**config.mk**
```make
export PLATFORM = sky130hd
export DESIGN_NAME = dmem_arbiter
export DESIGN_NICKNAME = d
export VERILOG_FILES = /design/src/rtl/dmem_arbiter.sv
export SDC_FILE = /design/constraint.sdc
export NUM_CORES = 1
export LEC_CHECK = 0
export BUFFER_PORTS_ARGS = -buffer_cell sky130_fd_sc_hd__buf_2
export CAP_MARGIN = 0
export CORE_AREA = 2 2 116 118
export CTS_CLUSTER_SIZE = 30
export DETAILED_ROUTE_END_ITERATION = 12
export DIE_AREA = 0 0 118 120
export PLACE_DENSITY = 0.7
export SLEW_MARGIN = 0
export SYNTH_ARGS = -nofsm -noshare
export SYNTH_HDL_FRONTEND = slang
export SYNTH_SLANG_ARGS = --single-unit
```
**constraint.sdc**
```tcl
create_clock -name clk -period 8.55 [get_ports clk]
set_clock_uncertainty 0.2 [all_clocks]
set_input_delay 0.855 -clock clk [delete_from_list [all_inputs] [get_ports clk]]
set_output_delay 0.855 -clock clk [all_outputs]
set_load 0.1 [all_outputs]
```
**src/rtl/dmem_arbiter.sv**
```systemverilog
// dmem_arbiter: shares a single-port data memory between port A (CPU) and
// port B (debug/DMA loader). Zeroes the memory after reset, then serves the
// two ports with round-robin arbitration and registered, 1-cycle read data.
//
// state    | meaning
// ---------+-----------------------------------------------------------
// ST_CLEAR | post-reset sweep, writes zero to word clr_cnt each cycle
// ST_SERVE | normal operation, one combinational grant per cycle

module dmem_arbiter #(
    parameter int DW             = 32,
    parameter int DEPTH          = 64,
    parameter int CW             = 6,
    parameter int CLEAR_ON_RESET = 1
) (
    input  logic          clk,
    input  logic          rst,

    input  logic          a_req,
    input  logic          a_we,
    input  logic [31:0]   a_addr,
    input  logic [DW-1:0] a_wdata,
    output logic          a_gnt,
    output logic          a_rvalid,
    output logic [DW-1:0] a_rdata,

    input  logic          b_req,
    input  logic          b_we,
    input  logic [31:0]   b_addr,
    input  logic [DW-1:0] b_wdata,
    output logic          b_gnt,
    output logic          b_rvalid,
    output logic [DW-1:0] b_rdata,

    output logic          mem_read,
    output logic          mem_write,
    output logic [31:0]   mem_addr,
    output logic [DW-1:0] mem_wdata,
    input  logic [DW-1:0] mem_rdata,

    output logic          init_busy,
    output logic          addr_err
);

    typedef enum logic {
        ST_CLEAR = 1'b0,
        ST_SERVE = 1'b1
    } state_t;

    localparam logic LAST_A = 1'b0;
    localparam logic LAST_B = 1'b1;

    state_t        state_q, state_d;
    logic [CW-1:0] clr_cnt_q, clr_cnt_d;
    logic          last_gnt_q, last_gnt_d;
    logic          a_rvalid_q, a_rvalid_d;
    logic          b_rvalid_q, b_rvalid_d;
    logic [DW-1:0] a_rdata_q, a_rdata_d;
    logic [DW-1:0] b_rdata_q, b_rdata_d;
    logic          addr_err_q, addr_err_d;

    logic          gnt_a, gnt_b;
    logic          a_in_range, b_in_range;

    // Full 32-bit compare so high address bits can never alias into the array.
    assign a_in_range = (a_addr < 32'(DEPTH));
    assign b_in_range = (b_addr < 32'(DEPTH));

    // State register and returned-read registers.
    always_ff @(posedge clk or posedge rst) begin
        if (rst) begin
            state_q    <= (CLEAR_ON_RESET != 0) ? ST_CLEAR : ST_SERVE;
            clr_cnt_q  <= '0;
            last_gnt_q <= LAST_B;
            a_rvalid_q <= 1'b0;
            b_rvalid_q <= 1'b0;
            a_rdata_q  <= '0;
            b_rdata_q  <= '0;
            addr_err_q <= 1'b0;
        end else begin
            state_q    <= state_d;
            clr_cnt_q  <= clr_cnt_d;
            last_gnt_q <= last_gnt_d;
            a_rvalid_q <= a_rvalid_d;
            b_rvalid_q <= b_rvalid_d;
            a_rdata_q  <= a_rdata_d;
            b_rdata_q  <= b_rdata_d;
            addr_err_q <= addr_err_d;
        end
    end

    // Next state, clear sweep, arbitration and memory drive.
    always_comb begin
        state_d    = state_q;
        clr_cnt_d  = clr_cnt_q;
        last_gnt_d = last_gnt_q;
        gnt_a      = 1'b0;
        gnt_b      = 1'b0;
        mem_read   = 1'b0;
        mem_write  = 1'b0;
        mem_addr   = '0;
        mem_wdata  = '0;
        init_busy  = 1'b0;

        case (state_q)
            ST_CLEAR: begin
                init_busy = 1'b1;
                mem_write = 1'b1;
                mem_addr  = 32'(clr_cnt_q);
                clr_cnt_d = clr_cnt_q + 1'b1;
                if (clr_cnt_q == CW'(DEPTH - 1)) begin
                    state_d   = ST_SERVE;
                    clr_cnt_d = '0;
                end
            end
            ST_SERVE: begin
                // On a tie the port that did not win last time goes first.
                if (a_req && (!b_req || (last_gnt_q == LAST_B))) begin
                    gnt_a = 1'b1;
                end else if (b_req) begin
                    gnt_b = 1'b1;
                end

                if (gnt_a) begin
                    last_gnt_d = LAST_A;
                    mem_addr   = a_addr;
                    mem_wdata  = a_wdata;
                    mem_write  = a_we & a_in_range;
                    mem_read   = ~a_we;
                end else if (gnt_b) begin
                    last_gnt_d = LAST_B;
                    mem_addr   = b_addr;
                    mem_wdata  = b_wdata;
                    mem_write  = b_we & b_in_range;
                    mem_read   = ~b_we;
                end
            end
            default: begin
                state_d = ST_SERVE;
            end
        endcase

        // Nothing may reach the memory while reset is held.
        if (rst) begin
            gnt_a     = 1'b0;
            gnt_b     = 1'b0;
            mem_read  = 1'b0;
            mem_write = 1'b0;
        end
    end

    // Read capture: out-of-range reads return zero, rdata holds between reads.
    always_comb begin
        a_rvalid_d = gnt_a & ~a_we;
        b_rvalid_d = gnt_b & ~b_we;
        a_rdata_d  = a_rdata_q;
        b_rdata_d  = b_rdata_q;
        if (a_rvalid_d) begin
            a_rdata_d = a_in_range ? mem_rdata : '0;
        end
        if (b_rvalid_d) begin
            b_rdata_d = b_in_range ? mem_rdata : '0;
        end
        addr_err_d = (gnt_a & ~a_in_range) | (gnt_b & ~b_in_range);
    end

    assign a_gnt    = gnt_a;
    assign b_gnt    = gnt_b;
    assign a_rvalid = a_rvalid_q;
    assign b_rvalid = b_rvalid_q;
    assign a_rdata  = a_rdata_q;
    assign b_rdata  = b_rdata_q;
    assign addr_err = addr_err_q;

endmodule
```
Word-level counts from Yosys, hierarchy flattened
Index checks and enable logic that the tools add are counted.
W data, S select, Z words.

cells by class
  order comparisons = 2
  bitwise logic cells = 12
  multiplexer cells = 31
  eq/ne operators = 1
  reduce and logical (&&, ||, !) cells = 5
  add/subtract/negate cells = 1

operators with widths
  kind                   number
  $mux W32               7
  $lt A32 B7 Y1 const B  2
  $pmux W32 S2           1
  $mux W1                21
  $add A6 B1 Y6 const B  1
  $and A1 B1 Y1          6
  $eq A6 B6 Y1 const B   1
  $mux W6                1
  $not A1 Y1             5
  $pmux W1 S2            1
  $reduce_and A2 Y1      1
  $reduce_bool A2 Y1     1
  $logic_and A1 B1 Y1    1
  $logic_not A1 Y1       1
  $logic_or A1 B1 Y1     1
  $or A1 B1 Y1           1

word-level totals
  input port bits = 166
  output and inout bits = 136
  word-level logic and storage cells = 60
  register bits = 75

Logic depth before layout (Yosys ltp)
Gate-level depths: netlist (run 1).

  depth in word-level cells = 9
  depth in mapped cells = 8
  mapped depth without buffers = 6

Least setup slack after synthesis (run 1)
OpenSTA, ideal clock, no wires.

  path type = input-to-output
  start = input port rst
  end = output port mem_read
  stages on the path = 3
  path buffers = 0
  path slack = 3159 ps
  arrival = 4336 ps
  data required time = 7495 ps
  cells stage by stage = inv_1 -> nand4_4 -> a22oi_1

on the way
  word-level cells in the longest chain between the ends = 1

ends and longest elaborated chain
  item                RTL line  RTL
  start: declaration  17        input logic rst,
  $mux W1             144       if (rst) begin
  end: declaration    35        output logic mem_read,

Every way passes these cells.

Final worst setup path (run 1)
  start = register state_q
  end = output port mem_addr[29]

on the way
  word-level cells in the longest chain between the ends = 2

ends and longest elaborated chain
  item                      RTL line  RTL
  start: declaration        53        state_t state_q, state_d;
  start signal: assignment  72        state_q <= (CLEAR_ON_RESET != 0) ? ST_CLEAR : ST_SERVE;
  start signal: assignment  81        state_q <= state_d;
  $not A1 Y1                -
  $pmux W32 S2 (*)          105       case (state_q)
  end: declaration          37        output logic [31:0] mem_addr,

Mark *: on every way between the ends. The rest lies on a longest branch, timed or not.

==> flow_summary.rst, run 1 <==
.. list-table::
   :header-rows: 1

   * - Metric
     - Value
   * - Total gr overflow
     - 0
   * - Worst path buffer plus inverter count
     - 2
   * - Final antenna-violating net count
     - 0
   * - Critical Path Source Type
     - flip-flop
   * - Final HPWL from detailed placement
     - between 10000 and 15000 um
   * - Cell taking the most area after synthesis
     - dfrtp_1
   * - Final std cell area, no fill
     - 5730 sq um
   * - Die Height
     - 120 um
   * - Post-Route WL
     - about 17000 um
   * - Worst path cell trace
     - nand2_1 > a21oi_4 > buf_4 > a22o_1 > buf_2
   * - Slew at the pin with the worst max-slew slack
     - ~1200 ps
   * - Critical hold path startpoint
     - b_rdata[8]
   * - Count of final max-slew check failures
     - 0
   * - Count of input and output buffers
     - 301
   * - Setup TNS
     - 0 ps
   * - Critical path data arrival time
     - 2920 ps
   * - Row count
     - 42
   * - Crit Path Max Fanout
     - 32
   * - Clock sink total
     - 75
   * - Leakage power total
     - around 0.0031 uW
   * - Kind of cell with the highest combined delay on the critical path
     - buffers and inverters
   * - Hold_buf cts
     - 0
   * - Total number of vias
     - about 4300
   * - Maximum cell stage delay along the critical path
     - approximately 660 ps
   * - Inst Count DP
     - 795
   * - Detailed Routing Iterations Pass 1
     - 4
   * - Hold Path Class
     - flip-flop to flip-flop
   * - Most common cell after layout, fill and taps aside
     - buf_2
   * - Library cell contributing the largest single delay on the critical path
     - dfrtp_1
   * - Maximum number of pins on one net before global-route repair
     - 78
   * - Total setup violations reported at the end of the flow
     - 0
   * - I/O pin cnt
     - 302
   * - Portion of the post-synthesis area used by sequential elements
     - 0.491
   * - Clock buffers created by TritonCTS
     - 9
   * - Synth top area share
     - 0.484
   * - Run status
     - finished, final reports clean
   * - Area growth, synth to finish
     - 49.8%
   * - Critical Setup Path Class
     - flip-flop to output port
   * - WHS Endpoint
     - b_rdata[8]
   * - Number of instances resized during post-cts repair
     - 0
   * - Clock tree from TritonCTS
     - yes
   * - Starting DRC count in detailed routing
     - 213
   * - Leading cell types in the layout, fill and taps excluded
     - buf_2, a22o_1, dfrtp_1
   * - Depth of the worst hold-timing path
     - 1
   * - Initial antenna violation count
     - 2
   * - Placed standard-cell area
     - 5410 sq um
   * - Fraction of final layout cells with drive strength greater than 1
     - 0.530
   * - Max Cap Viol
     - 0
   * - Number of hold-slack violations in the final timing report
     - 0
   * - Worst Reg-to-Reg Cells
     - 6
   * - Placeable core region
     - 13000 sq um
   * - Clock slew at the register clock pins of the worst setup and hold paths
     - 60 ps
   * - Setup repair bufs after CTS
     - 0
   * - Clock insertion delay at the later pin of the skew report
     - 330 ps
   * - Number of nets in the synthesized netlist
     - 512
   * - Time the final worst path needs with I/O delays and setup
     - 3970 ps
   * - Critical R2R Capture
     - b_rdata[18]
   * - Initial cell density of the core
     - 0.295
   * - Overall die area
     - 14200 sq um
   * - Kind of end point of the critical path
     - output port
   * - Post-synth cell types
     - 39
   * - Number of H-tree branching levels
     - 3
   * - Yosys reg bits
     - 75
   * - Worst Path Required
     - 7500 ps
   * - Maximum resistive drop on vdd
     - ~0.085 mV
   * - RSZ-0062 raised after global routing
     - false
   * - Post-route DRC violation count
     - 0
   * - Worst R2R Start
     - state_q
   * - Vias per std cell
     - approximately 5.3
   * - Max Clock Freq
     - 252 MHz
   * - Max transition margin
     - 0.185
   * - Net total in the final layout
     - around 800
   * - Routability-driven placement congestion ratio
     - between 0.9 and 1
   * - Yosys warnings
     - 0
   * - Post-Syn Instances
     - 345
   * - Largest cells by area after synthesis
     - dfrtp_1, a22o_1, o2bb2ai_1
   * - Non-filler instance count after layout
     - just over 800
   * - Post-synthesis instance area
     - around 3800 sq um
   * - Total global routing track utilization
     - 0.229
   * - Buffer depth of the longest clock path
     - 2
   * - Root buf cell
     - clkbuf_16
   * - Syn_area_per_cell
     - 11.1 sq um
   * - Number of global-route vias before repair
     - 4328
   * - Power density over the cells
     - between 100 and 150 nW/um^2
   * - Tcrit/Tclk final
     - 0.465
   * - Final routed wire length divided by cell count
     - around 21 um
   * - Die width
     - roughly 120 um
   * - Slack of the worst reg-to-reg path
     - 6100 ps
   * - Global-route wire length before repair
     - around 25000 um
-- cell type report --
| cell class | count | area [sq um] |
|---|---|---|
| Antenna cell | 1 | 2.50 |
| Clock buffer | 10 | 239 |
| Clock inverter | 5 | 77.6 |
| Fill cell | 1319 | 7250 |
| Inverter | 5 | 21.3 |
| Multi-Input combinational cell | 232 | 1740 |
| Sequential cell | 75 | 1880 |
| Tap cell | 176 | 220 |
| Timing Repair Buffer | 307 | 1550 |
-- stage by stage --
step | utilization | power, uW | worst slack [ps] | hold WS [ps]
6_report | 0.442 | 819 | 4580 | 284
5_1_grt | 0.441 | 846 | 4370 | 295
4_1_cts | 0.441 | 826 | 4560 | 288
3_5_place_dp | 0.417 | 427 | 4640 | 268
3_3_place_gp | 0.417 | 427 | 4700 | 271
2_1_floorplan | - | 373 | 3160 | 287
-- power breakdown --
group	switching, uW	leakage (uW)	internal, uW
logic	36.2	0.00195	29.6
clock network	137	0.000154	260
registers	0	0.00103	355
-- cell families after synthesis --
logic type / synth area share
and+or+nand+nor: 0.127
muxes: 0.00294
adders and majority gates: 0.00327
DFF: 0.491
buffers and inverters: 0.0585
xor gates and xnor gates: 0.00458
AOI/OAI and AO/OA: 0.313
-- per-layer routing --
metal / share of wire / vias up / wire (um) / global-route usage
li1: - / 1914 / - / -
met1: 0.36 / 2090 / 6130 / 0.243
met2: 0.53 / 216 / 8930 / 0.419
met3: 0.070 / 41 / 1180 / 0.0570
met4: 0.039 / 2 / 665 / 0.117
met5: 0.00077 / - / 13 / 0
-- flip-flops by register name, summed over array words and instances (netlist names) --
register and flops:
a_rdata 32, a_rvalid 1, addr_err 1, b_rdata 32
b_rvalid 1, clr_cnt_q 6, last_gnt_q 1, state_q 1
-- synth_stat cells --
| cell | count |
|---|---|
| inv_1 | 4 |
| nand4_2 | 1 |
| nand2b_2 | 1 |
| mux2_2 | 1 |
| a22o_2 | 1 |
| nand3_1 | 8 |
| and2_1 | 1 |
| a21o_1 | 1 |
| nor4_4 | 2 |
| a31oi_1 | 2 |
| ha_1 | 1 |
| buf_6 | 9 |
| or2_1 | 2 |
| a221o_1 | 4 |
| nor4_2 | 2 |
| xnor2_1 | 2 |
| nand2_1 | 44 |
| a21oi_1 | 1 |
| o31ai_1 | 1 |
| o31a_1 | 1 |
| clkinv_2 | 1 |
| clkbuf_1 | 10 |
| and3_1 | 4 |
| nor4_1 | 10 |
| o21ai_0 | 4 |
| or3_1 | 1 |
| a22o_1 | 89 |
| buf_1 | 4 |
| dfstp_2 | 1 |
| a41oi_1 | 1 |
| nand4_4 | 1 |
| buf_2 | 10 |
| o2bb2ai_1 | 33 |
| nor2_1 | 7 |
| nand4_1 | 3 |
| a22oi_1 | 1 |
| and3b_1 | 1 |
| nor3_1 | 1 |
| dfrtp_1 | 74 |
-- how the worst max path moves through the flow --
stage,start,endpoint,slack [ps],cells past startpoint
floorplan,rst,mem_read,3160,3
global placement,b_req,mem_addr[30],4700,6
detailed placement,b_req,mem_wdata[21],4640,6
CTS,state_q,mem_wdata[21],4560,5
global route,state_q,mem_wdata[11],4370,5
finish,state_q,mem_addr[29],4580,5
-- worst register-to-register path: cells and delay by family, from the launching register on --
kind / cells / cell delay [ps]
DFF: 1 / 660
AOI/OAI and AO/OA: 1 / 170
buffers and inverters: 2 / 650
and+or+nand+nor: 3 / 680
Power figures use the tool's default switching activity.
==> run 2, diff against run 1 <==
--- a/config.mk
+++ b/config.mk
@@ -5,13 +5,14 @@
 export SDC_FILE = /design/constraint.sdc
 export NUM_CORES = 1
 export LEC_CHECK = 0
+export ABC_AREA = 1
 export BUFFER_PORTS_ARGS = -buffer_cell sky130_fd_sc_hd__buf_2
 export CAP_MARGIN = 0
 export CORE_AREA = 2 2 116 118
 export CTS_CLUSTER_SIZE = 30
 export DETAILED_ROUTE_END_ITERATION = 12
 export DIE_AREA = 0 0 118 120
-export PLACE_DENSITY = 0.7
+export PLACE_DENSITY = 0.76
 export SLEW_MARGIN = 0
 export SYNTH_ARGS = -nofsm -noshare
 export SYNTH_HDL_FRONTEND = slang
==> constraint.sdc (replaced) <==
create_clock -name clk -period 3.6 [get_ports clk]
set_clock_uncertainty 0.2 [all_clocks]
set_input_delay 0.36 -clock clk [delete_from_list [all_inputs] [get_ports clk]]
set_output_delay 0.36 -clock clk [all_outputs]
set_load 0.1 [all_outputs]
==> run 2 against run 1 <==
Effect of this change:
- global-route usage increased by 1.0 points
- setup slack lost 4100 ps
- first-iteration DRC count grew 35%
- sequential cell count stayed put
- clock power rose to 2.7 times the previous value
- die area did not move
- routed wire length up 3.3%
- largest cell class unchanged
- largest power group unchanged
==> flow_summary.rst, run 2 <==
.. list-table::
   :header-rows: 1

   * - Metric
     - Value
   * - Worst setup path startpoint
     - last_gnt_q (was state_q)
   * - Routability-driven placement congestion ratio
     - 0.984 (was 0.921)
   * - Die Height
     - 120 um (unchanged)
   * - Clock buffers created by TritonCTS
     - 9 (unchanged)
   * - Post-synth cell types
     - 34 (was 39)
   * - Fraction of final layout cells with drive strength greater than 1
     - 0.456 (was 0.530)
   * - Total number of vias
     - 4829 (was 4263)
   * - Yosys reg bits
     - 75 (unchanged)
   * - Overall die area
     - 14200 sq um (unchanged)
   * - Post-route DRC violation count
     - 0 (unchanged)
   * - Post-Route WL
     - 17500 um (was 16900 um)
   * - Net total in the final layout
     - 972 (was 797)
   * - Final std cell area, no fill
     - 6160 sq um (was 5730 sq um)
   * - Slack of the worst reg-to-reg path
     - 940 ps (was 6100 ps)
   * - Total setup violations reported at the end of the flow
     - 0 (unchanged)
   * - Placed standard-cell area
     - 5800 sq um (was 5410 sq um)
   * - Die width
     - 118 um (unchanged)
   * - Number of antenna cells inserted
     - 0 (was 1)
   * - Number of instances resized during post-cts repair
     - 0 (unchanged)
   * - Worst R2R Start
     - last_gnt_q (was state_q)
   * - Time the final worst path needs with I/O delays and setup
     - 3150 ps
   * - Initial antenna violation count
     - 0 (was 2)
   * - Count of final max-slew check failures
     - 0 (unchanged)
   * - Count of input and output buffers
     - 301 (unchanged)
   * - Hold Path Class
     - input pin to flip-flop (was flip-flop to flip-flop)
   * - Clock tree from TritonCTS
     - yes (unchanged)
   * - Number of global-route vias before repair
     - 4610 (was 4328)
   * - Total global routing track utilization
     - 0.239 (was 0.229)
   * - Synth top area share
     - 0.442 (was 0.484)
   * - Routed met1 length
     - 6830 um (was 6130 um)
   * - Total gr overflow
     - 0 (unchanged)
   * - Area growth, synth to finish
     - 47.1% (was 49.8%)
   * - Met2 WL
     - 8820 um (was 8930 um)
   * - Portion of the post-synthesis area used by sequential elements
     - 0.448 (was 0.491)
   * - Post-synthesis instance area
     - 4190 sq um (was 3830 sq um)
   * - Setup TNS
     - 0 ps (unchanged)
   * - Hold_buf cts
     - 0 (unchanged)
   * - Maximum resistive drop on vdd
     - 0.291 mV (was 0.0847 mV)
   * - Setup repair bufs after CTS
     - 0 (unchanged)
   * - Cell with the most instances after synthesis
     - nand2_1 (was a22o_1)
   * - Max transition margin
     - 0.353 (was 0.185)
   * - Share of synthesized registers carrying an async set or reset
     - 1.00 (unchanged)
   * - Worst Reg-to-Reg Cells
     - 8 (was 6)
   * - Crit Path Max Fanout
     - 22 (was 32)
   * - Worst path cell trace
     - inv_1 > nand2_1 > nand3_2 > inv_2 > buf_4 > a22o_1 > buf_2 (was nand2_1 > a21oi_4 > buf_4 > a22o_1 > buf_2)
   * - Most common cell after layout, fill and taps aside
     - buf_2 (unchanged)
   * - Clock insertion delay at the later pin of the skew report
     - 320 ps (was 330 ps)
   * - Clock slew at the register clock pins of the worst setup and hold paths
     - 60 ps (about the same)
   * - Highest metal used
     - met4 (was met5)
   * - Leading cell types in the layout, fill and taps excluded
     - buf_2, nand2_1, dfrtp_1 (was buf_2, a22o_1, dfrtp_1)
   * - Max Cap Viol
     - 0 (unchanged)
   * - Critical path data arrival time
     - 2590 ps (was 2920 ps)
   * - Count of filler cells inserted in the layout
     - 1316 (was 1319)
   * - Buffer depth of the longest clock path
     - 2 (unchanged)
   * - Clock sink total
     - 75 (unchanged)
   * - Critical Path Source Type
     - flip-flop (unchanged)
   * - Final HPWL from detailed placement
     - 13700 um (about the same)
   * - Most used flip-flop cell after synthesis
     - dfrtp_1 (unchanged)
   * - Final routed wire length divided by cell count
     - 17.7 um (was 20.9 um)
   * - I/O pin cnt
     - 302 (unchanged)
   * - Leakage power total
     - 0.00357 uW (was 0.00314 uW)
   * - Power density over the cells
     - 339 nW/um^2 (was 143 nW/um^2)
   * - Non-filler instance count after layout
     - 986 (was 811)
   * - Worst setup slack after layout
     - 452 ps (was 4580 ps)
   * - List of most frequent post-synthesis cells
     - nand2_1, dfrtp_1, inv_1 (was a22o_1, dfrtp_1, nand2_1)
   * - Critical R2R Capture
     - a_rdata[31] (was b_rdata[18])
   * - Vias per std cell
     - 4.90 (was 5.26)
   * - Setup crit end
     - mem_wdata[24] (was mem_addr[29])
   * - Maximum number of pins on one net before global-route repair
     - 76 (was 78)
   * - Initial cell density of the core
     - 0.323 (was 0.295)
   * - Tcrit/Tclk final
     - 0.874
   * - Inst Count DP
     - 970 (was 795)
   * - Slew at the pin with the worst max-slew slack
     - 970 ps (was 1220 ps)
   * - Kind of end point of the critical path
     - output port (unchanged)
   * - Worst Path Required
     - 3040 ps (was 7500 ps)
   * - Global-route wire length before repair
     - 26000 um (was 24800 um)
   * - Largest cells by area after synthesis
     - dfrtp_1, nand2_1, a22o_1 (was dfrtp_1, a22o_1, o2bb2ai_1)
   * - Placeable core region
     - 13000 sq um (unchanged)
   * - Max Clock Freq
     - 318 MHz
   * - Critical Setup Path Class
     - flip-flop to output port (unchanged)
   * - Row count
     - 42 (unchanged)
   * - Number of nets in the synthesized netlist
     - 685 (was 512)
   * - Number of hold-slack violations in the final timing report
     - 0 (unchanged)
   * - Root buf cell
     - clkbuf_16 (unchanged)
   * - Run status
     - finished, final reports clean (unchanged)
   * - Detailed Routing Iterations Pass 1
     - 8 (was 4)
   * - Number of H-tree branching levels
     - 3 (unchanged)
   * - Post-synth EDFFs
     - 0 (unchanged)
   * - Routed wire length on met3
     - 1430 um (was 1180 um)
   * - Starting DRC count in detailed routing
     - 288 (was 213)
   * - Final antenna-violating net count
     - 0 (unchanged)
   * - Worst slack, placed
     - 814 ps (was 4640 ps)
   * - Library cell contributing the largest single delay on the critical path
     - dfstp_2 (was dfrtp_1)
   * - Yosys warnings
     - 0 (unchanged)
   * - Syn_area_per_cell
     - 8.08 sq um (was 11.1 sq um)
   * - Post-Syn Instances
     - 518 (was 345)
   * - Maximum cell stage delay along the critical path
     - 540 ps (was 660 ps)
   * - Cell taking the most area after synthesis
     - dfrtp_1 (unchanged)
   * - RSZ-0062 raised after global routing
     - false (unchanged)
[run 2: cell count changes after synthesis, moves of 10 or more]
cell / delta
a22o_1: -51
inv_1: +64
nand2_1: +78
o21ai_2: +30
clkbuf_1: +10
o21ai_1: +29
nor2_1: +18
o21ai_0: +48
nor4_1: -10
o2bb2ai_1: -33
[run 2: layout make-up]
class                      count  area [sq um]  share of cell area
clock buffer                  12           267              0.0433
timing repair buffer         308          1560               0.253
tap                          176           220              0.0357
multi-input combinational    339          1870               0.303
inverter                      72           275              0.0447
sequential                    75          1880               0.305
clock inverter                 4          95.1              0.0154
[run 2: kinds of logic (layout without fill, tap and decap cells)]
kind of cell	Yosys count	after routing	share of synthesized area
buf+inv	104	396	0.107
simple gates	171	171	0.174
fa+ha+maj	1	1	0.00299
compound gates	166	166	0.266
xor+xnor	1	1	0.00209
flops	75	75	0.448
[run 2: how the worst min path moves through the flow]
stage                        from          end  slack [ps]  cells after the start
floorplan                    b_we     b_rvalid         230                      1
global placement       b_rdata[3]   b_rdata[3]         260                      2
detailed placement    b_rdata[12]  b_rdata[12]         260                      2
CTS                 mem_rdata[10]  a_rdata[10]          70                      3
global route                 b_we     b_rvalid          70                      2
finish              mem_rdata[11]  a_rdata[11]          80                      3
[run 2: metal layers]
layer  vias up  GRT usage
li1       2273          -
met1      2291      0.287
met2       237      0.407
met3        28     0.0756
met4         0     0.0806
met5         -          0
[run 2: through the flow]
step                      utilization  power, uW  hold slack, ps
after floorplan                     -        906             234
after global placement          0.447       1040             261
after detailed placement        0.447       1040             262
after CTS                       0.475       2110            67.8
after global routing            0.475       2170            67.6
final                           0.475       2090            79.2
[run 2: worst max-delay path: cells and delay by family, from the launching register on]
family | cells | cell delay [ps]
flip-flops | 1 | 540
buffers and inverters | 4 | 1200
AND/OR/NAND/NOR | 2 | 320
AO/OA/AOI/OAI | 1 | 180
[run 2: report_power, final]
group | leakage, uW | switching, uW | internal [uW] | total [uW]
combinational | 0.00236 | 104 | 74.8 | 179
sequential | 0.00103 | 0 | 843 | 843
clock | 0.000179 | 336 | 733 | 1070
==> run 3, diff against run 2 <==
--- a/config.mk
+++ b/config.mk
@@ -17,3 +17,4 @@
 export SYNTH_ARGS = -nofsm -noshare
 export SYNTH_HDL_FRONTEND = slang
 export SYNTH_SLANG_ARGS = --single-unit
+export TNS_END_PERCENT = 20
==> constraint.sdc (replaced) <==
create_clock -name clk -period 3.6 [get_ports clk]
set_clock_uncertainty 0.2 [all_clocks]
set_input_delay 0.36 -clock clk [delete_from_list [all_inputs] [get_ports clk]]
set_output_delay 0.36 -clock clk [all_outputs]
set_load 0.05 [all_outputs]
==> run 3 against run 2 <==
Effect of this change:
- final area fell by 1.7%
- sequential share of layout area rose by 0.52 points
- via count fell by 1.0%
- global-route usage rose by 1.6 points
- critical path type unchanged
==> flow_summary.rst, run 3 (synthesized netlist as in run 2, its figures left out) <==
.. list-table::
   :header-rows: 1

   * - Metric
     - Value
   * - Run status
     - finished, final reports clean (unchanged)
   * - Clock insertion delay at the later pin of the skew report
     - 330 ps (was 320 ps)
   * - Leakage power total
     - 0.00352 uW (was 0.00357 uW)
   * - WHS Endpoint
     - b_rdata[13] (was a_rdata[11])
   * - Setup TNS
     - 0 ps (unchanged)
   * - Power, Total
     - 1830 uW (was 2090 uW)
   * - Clock sink total
     - 75 (unchanged)
   * - Clock tree from TritonCTS
     - yes (unchanged)
   * - Most common cell after layout, fill and taps aside
     - buf_2 (unchanged)
   * - Kind of end point of the critical path
     - output port (unchanged)
   * - Area taken by multi-input logic gates
     - 1860 sq um (was 1870 sq um)
   * - Total gr overflow
     - 0 (unchanged)
   * - Net total in the final layout
     - 971 (was 972)
   * - Worst path buffer plus inverter count
     - 3 (was 4)
   * - Post-route DRC violation count
     - 0 (unchanged)
   * - Worst setup path startpoint
     - state_q (was last_gnt_q)
   * - Number of hold-slack violations in the final timing report
     - 0 (unchanged)
   * - Slew at the pin with the worst max-slew slack
     - 1010 ps (was 970 ps)
   * - Starting DRC count in detailed routing
     - 254 (was 288)
   * - Number of H-tree branching levels
     - 3 (unchanged)
   * - Row count
     - 42 (unchanged)
   * - Hold Path Class
     - input pin to flip-flop (unchanged)
   * - Worst R2R Start
     - state_q (was last_gnt_q)
   * - Final HPWL from detailed placement
     - 14400 um (was 13700 um)
   * - Worst Reg-to-Reg Cells
     - 6 (was 8)
   * - Total global routing track utilization
     - 0.255 (was 0.239)
   * - Maximum cell stage delay along the critical path
     - 570 ps (was 540 ps)
   * - Depth of the worst hold-timing path
     - 3 (unchanged)
   * - Total setup violations reported at the end of the flow
     - 0 (unchanged)
   * - Time the final worst path needs with I/O delays and setup
     - 3320 ps (was 3150 ps)
   * - Kind of cell with the highest combined delay on the critical path
     - buffers and inverters (unchanged)
   * - Count of input and output buffers
     - 301 (unchanged)
   * - Final antenna-violating net count
     - 0 (unchanged)
   * - Critical R2R Capture
     - a_rdata[31] (unchanged)
   * - Root buf cell
     - clkbuf_16 (unchanged)
   * - Critical Setup Path Class
     - flip-flop to output port (unchanged)
   * - Number of instances resized during post-cts repair
     - 0 (unchanged)
   * - Area growth, synth to finish
     - 44.6% (was 47.1%)
   * - Global-route wire length before repair
     - 27000 um (was 26000 um)
   * - Routability-driven placement congestion ratio
     - 0.993 (was 0.984)
   * - Tcrit/Tclk final
     - 0.923 (was 0.874)
   * - Clock buffers created by TritonCTS
     - 9 (unchanged)
   * - Total number of vias
     - 4779 (was 4829)
   * - Post-layout util
     - 0.467 (was 0.475)
   * - RSZ-0062 raised after global routing
     - false (unchanged)
   * - Critical path data arrival time
     - 2760 ps (was 2590 ps)
   * - Overall die area
     - 14200 sq um (unchanged)
   * - Hold_buf cts
     - 0 (unchanged)
   * - Count of filler cells inserted in the layout
     - 1327 (was 1316)
   * - Worst hold-check slack
     - 79.8 ps (was 79.2 ps)
   * - Initial cell density of the core
     - 0.323 (unchanged)
   * - Max Clock Freq
     - 301 MHz (was 318 MHz)
   * - Fraction of final layout cells with drive strength greater than 1
     - 0.451 (was 0.456)
   * - Setup repair bufs after CTS
     - 0 (unchanged)
   * - Non-filler instance count after layout
     - 987 (was 986)
   * - Critical hold path startpoint
     - mem_rdata[13] (was mem_rdata[11])
   * - Crit Path Max Fanout
     - 29 (was 22)
   * - Count of final max-slew check failures
     - 0 (unchanged)
   * - Inst Count DP
     - 969 (was 970)
   * - Final routed wire length divided by cell count
     - 18.4 um (was 17.7 um)
   * - Slack of the worst reg-to-reg path
     - 900 ps (was 940 ps)
   * - Detailed Routing Iterations Pass 1
     - 5 (was 8)
   * - Power density over the cells
     - 302 nW/um^2 (was 339 nW/um^2)
   * - Max Cap Viol
     - 0 (unchanged)
   * - Placeable core region
     - 13000 sq um (unchanged)
   * - Max transition margin
     - 0.327 (was 0.353)
   * - Maximum resistive drop on vdd
     - 0.224 mV (was 0.291 mV)
   * - Maximum number of pins on one net before global-route repair
     - 77 (was 76)
   * - Die width
     - 118 um (unchanged)
   * - Worst Path Required
     - 3040 ps (about the same)
   * - Sequential cell area
     - 1880 sq um (unchanged)
   * - Buffer depth of the longest clock path
     - 2 (unchanged)
   * - I/O pin cnt
     - 302 (unchanged)
   * - Post-Route WL
     - 18200 um (was 17500 um)
   * - Die Height
     - 120 um (unchanged)
   * - Worst path cell trace
     - nand3_2 > inv_2 > buf_4 > a22o_1 > buf_2 (was inv_1 > nand2_1 > nand3_2 > inv_2 > buf_4 > a22o_1 > buf_2)
   * - Vias per std cell
     - 4.84 (was 4.90)
   * - Leading cell types in the layout, fill and taps excluded
     - buf_2, nand2_1, dfrtp_1 (unchanged)
   * - Clock slew at the register clock pins of the worst setup and hold paths
     - 60 ps (about the same)
   * - Library cell contributing the largest single delay on the critical path
     - dfrtp_1 (was dfstp_2)
   * - Number of global-route vias before repair
     - 4635 (was 4610)
   * - Initial antenna violation count
     - 4 (was 0)
   * - Critical Path Source Type
     - flip-flop (unchanged)
[run 3: worst max path at each step]
stage              endpoint  slack, ps  cells past startpoint
3_3_place_gp   mem_wdata[3]        710                      7
6_report       mem_wdata[2]        280                      5
5_1_grt         mem_addr[6]        190                      8
4_1_cts        mem_wdata[3]        350                      7
2_1_floorplan      mem_read        570                      6
3_5_place_dp   mem_wdata[3]        720                      7
[run 3: final cells by class]
class                      count  share of cell area
clock inverter                 5             0.00516
antenna                        2            0.000826
timing repair buffer         307               0.256
tap                          176              0.0364
inverter                      72              0.0454
multi-input combinational    339               0.308
sequential                    75               0.310
clock buffer                  11              0.0384
[run 3: per-stage QoR]
step	worst slack (ps)	area [sq um]
after CTS	350	6050
after global placement	711	5790
after floorplan	571	4190
after global routing	194	6060
final	277	6060
after detailed placement	720	5790
[run 3: worst reg2reg max path: cells and delay by family (launching register included)]
| family | cells | cell delay (ps) |
|---|---|---|
| AND/OR/NAND/NOR | 4 | 1400 |
| flip-flops | 1 | 570 |
| buffers and inverters | 1 | 250 |
| AO/OA/AOI/OAI | 1 | 190 |
[run 3: layer usage]
layer,share of wire,wire [um],GRT usage
met1,0.43,7870,0.331
met2,0.44,7960,0.385
met3,0.11,2040,0.112
met4,0.016,283,0.0715
met5,0.0015,27,0
[run 3: where the power goes]
| group | total, uW | switching (uW) | internal, uW |
|---|---|---|---|
| Combinational | 181 | 107 | 74.8 |
| Sequential | 843 | 0 | 843 |
| Clock | 806 | 342 | 464 |
| Total | 1830 | 448 | 1380 |
